`src/rtl/bus_addr_if.sv`:
```
// bus_addr_if
// Bus-side signal group between the bus master and the address decoder.
//   addr   : 8-bit bus address driven by the master
//   req    : transfer-valid strobe driven by the master
//   s0_sel : slave 0 select returned by the decoder
//   s1_sel : slave 1 select returned by the decoder
// The master modport drives address/strobe; the slave modport (the decoder)
// drives the selects.
interface bus_addr_if;
  logic [7:0] addr;
  logic       req;
  logic       s0_sel;
  logic       s1_sel;

  modport master (
    output addr,
    output req,
    input  s0_sel,
    input  s1_sel
  );

  modport slave (
    input  addr,
    input  req,
    output s0_sel,
    output s1_sel
  );
endinterface

```
`src/rtl/bus_addr.sv`:
```
// bus_addr
// Address decoder for the two-slave system bus plus a small debug status block.
//   clk          : system clock, status registers update on rising edge
//   reset        : synchronous active-high reset (status registers only)
//   bus          : slave side of bus_addr_if (addr, req in; s0_sel, s1_sel out)
//   err_clr      : clears the sticky unmapped flag on the next rising edge
//   last_sel     : one-hot {s1,s0} of the last qualified transfer, 00 = none/unmapped
//   unmapped_err : sticky flag, a qualified transfer hit no slave
//   s0_hits      : saturating count of qualified slave-0 transfers
//   s1_hits      : saturating count of qualified slave-1 transfers
// Slave 0 owns 0x00-0x1F, slave 1 owns 0x20-0x3F; everything above is unmapped.
module bus_addr #(
  parameter int unsigned CNT_W = 8
) (
  input  logic             clk,
  input  logic             reset,
  bus_addr_if.slave        bus,
  input  logic             err_clr,
  output logic [1:0]       last_sel,
  output logic             unmapped_err,
  output logic [CNT_W-1:0] s0_hits,
  output logic [CNT_W-1:0] s1_hits
);

  localparam logic [CNT_W-1:0] CNT_ONE = {{(CNT_W-1){1'b0}}, 1'b1};
  localparam logic [CNT_W-1:0] CNT_MAX = {CNT_W{1'b1}};

  logic             s0_sel;
  logic             s1_sel;

  logic [1:0]       last_sel_d,     last_sel_q;
  logic             unmapped_err_d, unmapped_err_q;
  logic [CNT_W-1:0] s0_hits_d,      s0_hits_q;
  logic [CNT_W-1:0] s1_hits_d,      s1_hits_q;

  // Window decode looks only at the top three address bits; the low five
  // bits are the offset inside a 32-byte window. Purely combinational so the
  // select is valid in the same cycle as the address, with no dependence on
  // clock, reset or req.
  always_comb begin
    s0_sel = 1'b0;
    s1_sel = 1'b0;
    case (bus.addr[7:5])
      3'b000:  s0_sel = 1'b1;
      3'b001:  s1_sel = 1'b1;
      default: ;
    endcase
  end

  assign bus.s0_sel = s0_sel;
  assign bus.s1_sel = s1_sel;

  // Next-state for the status block. Everything holds unless req qualifies a
  // transfer. The clear is applied first so that an unmapped transfer in the
  // same cycle re-sets the flag, i.e. set wins over clear.
  always_comb begin
    last_sel_d     = last_sel_q;
    unmapped_err_d = unmapped_err_q;
    s0_hits_d      = s0_hits_q;
    s1_hits_d      = s1_hits_q;

    if (err_clr) begin
      unmapped_err_d = 1'b0;
    end

    if (bus.req) begin
      last_sel_d = {s1_sel, s0_sel};
      if (s0_sel && (s0_hits_q != CNT_MAX)) begin
        s0_hits_d = s0_hits_q + CNT_ONE;
      end
      if (s1_sel && (s1_hits_q != CNT_MAX)) begin
        s1_hits_d = s1_hits_q + CNT_ONE;
      end
      if (!s0_sel && !s1_sel) begin
        unmapped_err_d = 1'b1;
      end
    end
  end

  // Status registers; reset overrides any transfer or clear in that cycle.
  always_ff @(posedge clk) begin
    if (reset) begin
      last_sel_q     <= 2'b00;
      unmapped_err_q <= 1'b0;
      s0_hits_q      <= '0;
      s1_hits_q      <= '0;
    end else begin
      last_sel_q     <= last_sel_d;
      unmapped_err_q <= unmapped_err_d;
      s0_hits_q      <= s0_hits_d;
      s1_hits_q      <= s1_hits_d;
    end
  end

  assign last_sel     = last_sel_q;
  assign unmapped_err = unmapped_err_q;
  assign s0_hits      = s0_hits_q;
  assign s1_hits      = s1_hits_q;

endmodule

```
`src/flat_wrapper.sv`:
```
// flat-port wrapper written by rule: the top's interface ports become plain ports
module bus_addr_flat 
#(
  parameter int unsigned CNT_W = 8
)
  (clk, reset, err_clr, last_sel, unmapped_err, s0_hits, s1_hits, bus_addr, bus_req, bus_s0_sel, bus_s1_sel);
  bus_addr_if bus_i ();
  input  logic clk;
  input  logic reset;
  input  logic err_clr;
  output logic [1:0] last_sel;
  output logic unmapped_err;
  output logic [CNT_W-1:0] s0_hits;
  output logic [CNT_W-1:0] s1_hits;
  input wire logic [$bits(bus_i.addr)-1:0] bus_addr;
  input wire logic [$bits(bus_i.req)-1:0] bus_req;
  output wire logic [$bits(bus_i.s0_sel)-1:0] bus_s0_sel;
  output wire logic [$bits(bus_i.s1_sel)-1:0] bus_s1_sel;
  assign bus_i.addr = bus_addr;
  assign bus_i.req = bus_req;
  assign bus_s0_sel = bus_i.s0_sel;
  assign bus_s1_sel = bus_i.s1_sel;
  bus_addr #(.CNT_W(CNT_W)) u_core (.clk(clk), .reset(reset), .bus(bus_i), .err_clr(err_clr), .last_sel(last_sel), .unmapped_err(unmapped_err), .s0_hits(s0_hits), .s1_hits(s1_hits));
endmodule
```
`config.mk`:
```
export PLATFORM = sky130hd
export DESIGN_NAME = bus_addr_flat
export DESIGN_NICKNAME = d
export VERILOG_FILES = /design/src/rtl/bus_addr_if.sv /design/src/rtl/bus_addr.sv /design/src/flat_wrapper.sv
export SDC_FILE = /design/constraint.sdc
export NUM_CORES = 1
export LEC_CHECK = 0
export CAP_MARGIN = 20
export CORE_MARGIN = 10
export CORE_UTILIZATION = 43
export CTS_CLUSTER_SIZE = 28
export DETAILED_ROUTE_END_ITERATION = 8
export GPL_TIMING_DRIVEN = 0
export PLACE_DENSITY = 0.82
export RECOVER_POWER = 25
export SYNTH_ARGS = -nofsm -noshare
export SYNTH_HDL_FRONTEND = slang
export SYNTH_SLANG_ARGS = --single-unit
```
`constraint.sdc`:
```
create_clock -name clk -period 1.85 [get_ports clk]
set_clock_uncertainty 0.1 [all_clocks]
set_input_delay 0.185 -clock clk [delete_from_list [all_inputs] [get_ports clk]]
set_output_delay 0.185 -clock clk [all_outputs]
set_load 0.05 [all_outputs]
```
==> results by group <==
Place
  • IO buf count: 27
  • DP Worst Slack: -0.3685 ns
  • DP Wirelength: 1648 µm
  • Placer Congestion: 0.7607

Synthesis
  • Syn_nets: 113
  • Ys Warns: 0
  • Synthesized cell area: 895.9 µm²
  • Area leader, netlist: dfxtp_1
  • Top cells by area, synth: dfxtp_1, xor2_1, nor2_1
  • Seq cells post-synth: 19
  • Top cell type's share of synthesized area: 42.46%
  • Post-synth cell types: 29
  • Avg Inst Size Synth: 9.049 µm²
  • Post-synthesis sequential area ratio: 42.46%
  • Mapped Cells: 99

Run
  • Max cap viols: 0

Critical path
  • Cells along the critical path: clkdlybuf4s50_1
  • CP Data Arrival Time: 1.52 ns
  • Startpoint types: flop
  • Buf/Inv on CP: 1
  • Slowest stage delay, CP: 0.83 ns
  • Worst Path Required: 1.56 ns
  • Critical path type: flop to primary output
  • Slowest cell on crit path: clkdlybuf4s50_1
  • Worst-path fanout max: 5
  • Element type at the critical path end: primary output
  • Crit-path leading delay family: buffers and inverters

Die
  • Die X: 65.65 µm
  • Core Box Area: 1962 µm²
  • Initial core utilization: 45.66%
  • Total Die Area: 4309 µm²
  • Row count: 16
  • Chip height: 65.65 µm
  • IO Count: 33

Global route
  • Total track usage: 10.02%
  • Global-route wire length before repair: 3525 µm
  • Initial antenna violation count: 0
  • Grt total ovfl: 0
  • Number of global-route vias before repair: 831
  • Largest net degree at the start of global routing: 11

Pwr
  • Comb pwr share: 10.7%
  • Internal Power: 0.5247 mW
  • Peak supply drop: 0.0003150 V
  • Leak Pwr: 0.4659 nW
  • Switch share: 24.37%
  • Net switching power figure: 0.1690 mW
  • Register share of total power: 60.0%
  • Clock power frac: 29.3%
  • PD cells: 579.4 nW/µm²
  • Power Total: 0.6938 mW

CTS
  • Clk sinks: 19
  • # Post-CTS Setup Buffers: 0
  • CTS clock-pin slew for the worst setup and hold paths: 0.11 ns
  • Clk Tree Root Cell: clkbuf_4
  • # H-tree levels: 1
  • Hold Buf Count CTS: 0
  • Max clock buf depth: 2
  • Clk_lat worst skew: 0.29 ns
  • Total CTS buffers: 3
  • CTS tree: done

Final layout
  • Synth-to-layout area growth: 33.66%
  • Layout cells sized above 1: 6.154%
  • Final Core Density: 61.03%
  • Antenna diodes: 0
  • Total Nets Final: 145

Routing
  • Average routed wire per standard cell: 13.51 µm
  • Drt total wl: 2121 µm
  • Vias per inst: 5.255
  • Routed vias: 825
  • Remaining DRCs: 0
  • Initial DRC Count: 11
  • Post-DRT Antenna Nets: 0
  • Pre-antenna DRT Iters: 4

STA
  • Final setup vio count: 0
  • Final Slew Violations: 0
  • Worst hold slack: 0.2620 ns
  • Top achievable clock speed: 0.5551 GHz
  • Number of hold violations in the final report: 0
  • Period utilization: 97.38%
  • Setup slack after layout: 0.04855 ns
  • Worst rel slew slack: 59.61%
  • Worst Max-Slew Pin Slew: 0.6085 ns
  • Post-route minimum period: 1.801 ns

Run status
  • Status: complete, no violations

Worst hold path
  • Worst min path class: primary input to flop
cell families (layout without fill, tap and decap cells):
group / count (synthesis) / after routing / synth area share (%)
and+or+nand+nor: 43 / 43 / 26.67
DFF: 19 / 19 / 42.46
AOI/OAI and AO/OA: 18 / 18 / 13.41
xor gates and xnor gates: 11 / 11 / 10.76
buffers and inverters: 4 / 35 / 1.677
adders and majority gates: 2 / 2 / 2.793
muxes: 2 / 2 / 2.235
registers in the layout, summed over array words and instances, names as in the netlist:
| register | flops |
|---|---|
| u_core.last_sel | 2 |
| u_core.unmapped_err | 1 |
| u_core.s0_hits | 8 |
| u_core.s1_hits | 8 |
path summary, 6_finish.rpt:
| check | startpoint | to | slack, ns | cells after the start |
|---|---|---|---|---|
| max | u_core.s0_hits[6]$_SDFFE_PP0P_ | s0_hits[6] | 0.05 | 1 |
| min | bus_addr[7] | u_core.unmapped_err$_SDFF_PP0_ | 0.26 | 3 |
| max reg2reg | u_core.s1_hits[0]$_SDFFE_PP0P_ | u_core.s1_hits[7]$_SDFFE_PP0P_ | 0.18 | 5 |
| min reg2reg | u_core.unmapped_err$_SDFF_PP0_ | u_core.unmapped_err$_SDFF_PP0_ | 0.39 | 2 |
per-layer routing:
| layer | up-vias | GRT usage (%) | part of all wire, % |
|---|---|---|---|
| li1 | 422 | - | - |
| met1 | 383 | 9.487 | 39 |
| met2 | 20 | 18.36 | 53 |
| met3 | 0 | 4.915 | 8.6 |
| met4 | 0 | 3.209 | 0 |
| met5 | - | 0 | 0 |
final cells by class:
| type | count | area [µm²] |
|---|---|---|
| Buffer | 2 | 7.507 |
| Clock buffer | 4 | 26.28 |
| Fill cell | 195 | 764.5 |
| Inverter | 2 | 7.507 |
| Multi-Input combinational cell | 76 | 525.5 |
| Sequential cell | 19 | 380.4 |
| Tap cell | 27 | 33.78 |
| Timing Repair Buffer | 27 | 216.5 |
stage by stage:
step | cell area [µm²] | std cells | setup TNS (ns)
after floorplan | 895.9 | 99 | 0
after detailed placement | 1200 | 153 | -1.657
after global placement | 1200 | 153 | -1.320
final | 1197 | 157 | 0
after CTS | 1226 | 157 | 0
after global routing | 1197 | 157 | -0.002879
placed cells by master, fill, tap and decap left out, drive strengths merged, types with 4 or more instances in the layout:
cell,instances
dlygate4sd2,6
nand3,5
dfxtp,19
o21ai,5
clkdlybuf4s50,11
a21oi,5
o211ai,4
xor2,9
nor2,16
and3,4
clkbuf,14
power groups by stage:
stage | clock network (mW) | logic, mW | registers (mW)
after floorplan | 0 | 0.0253 | 0.441
after global placement | 0 | 0.0738 | 0.426
after detailed placement | 0 | 0.0746 | 0.426
after CTS | 0.211 | 0.0760 | 0.417
after global routing | 0.224 | 0.0797 | 0.417
final | 0.203 | 0.0739 | 0.416
Yosys cell counts:
cell,n
nand2b_1,2
clkbuf_1,2
nor2_1,16
and4_1,1
or4b_1,1
mux2i_1,2
nand3_1,5
nor3b_1,1
nor3_1,1
inv_1,2
or4_1,2
a21oi_1,5
xnor2_1,2
o31ai_1,1
o2111ai_1,2
a2111oi_2,1
and4bb_2,1
nor4b_2,1
or3_1,1
and2_1,1
o21ai_1,3
xor2_1,9
dfxtp_1,19
and3_1,4
o211ai_1,4
nand4_1,3
o21ai_0,2
nand2_1,3
ha_1,2
timing repair:
item,in CTS,in global routing
endpoints found under the hold margin,0,0
endpoints found under the setup margin,8,10
resized for setup,8,13
cloned,0,0
pin swaps,0,1
Power figures use the tool's default switching activity.
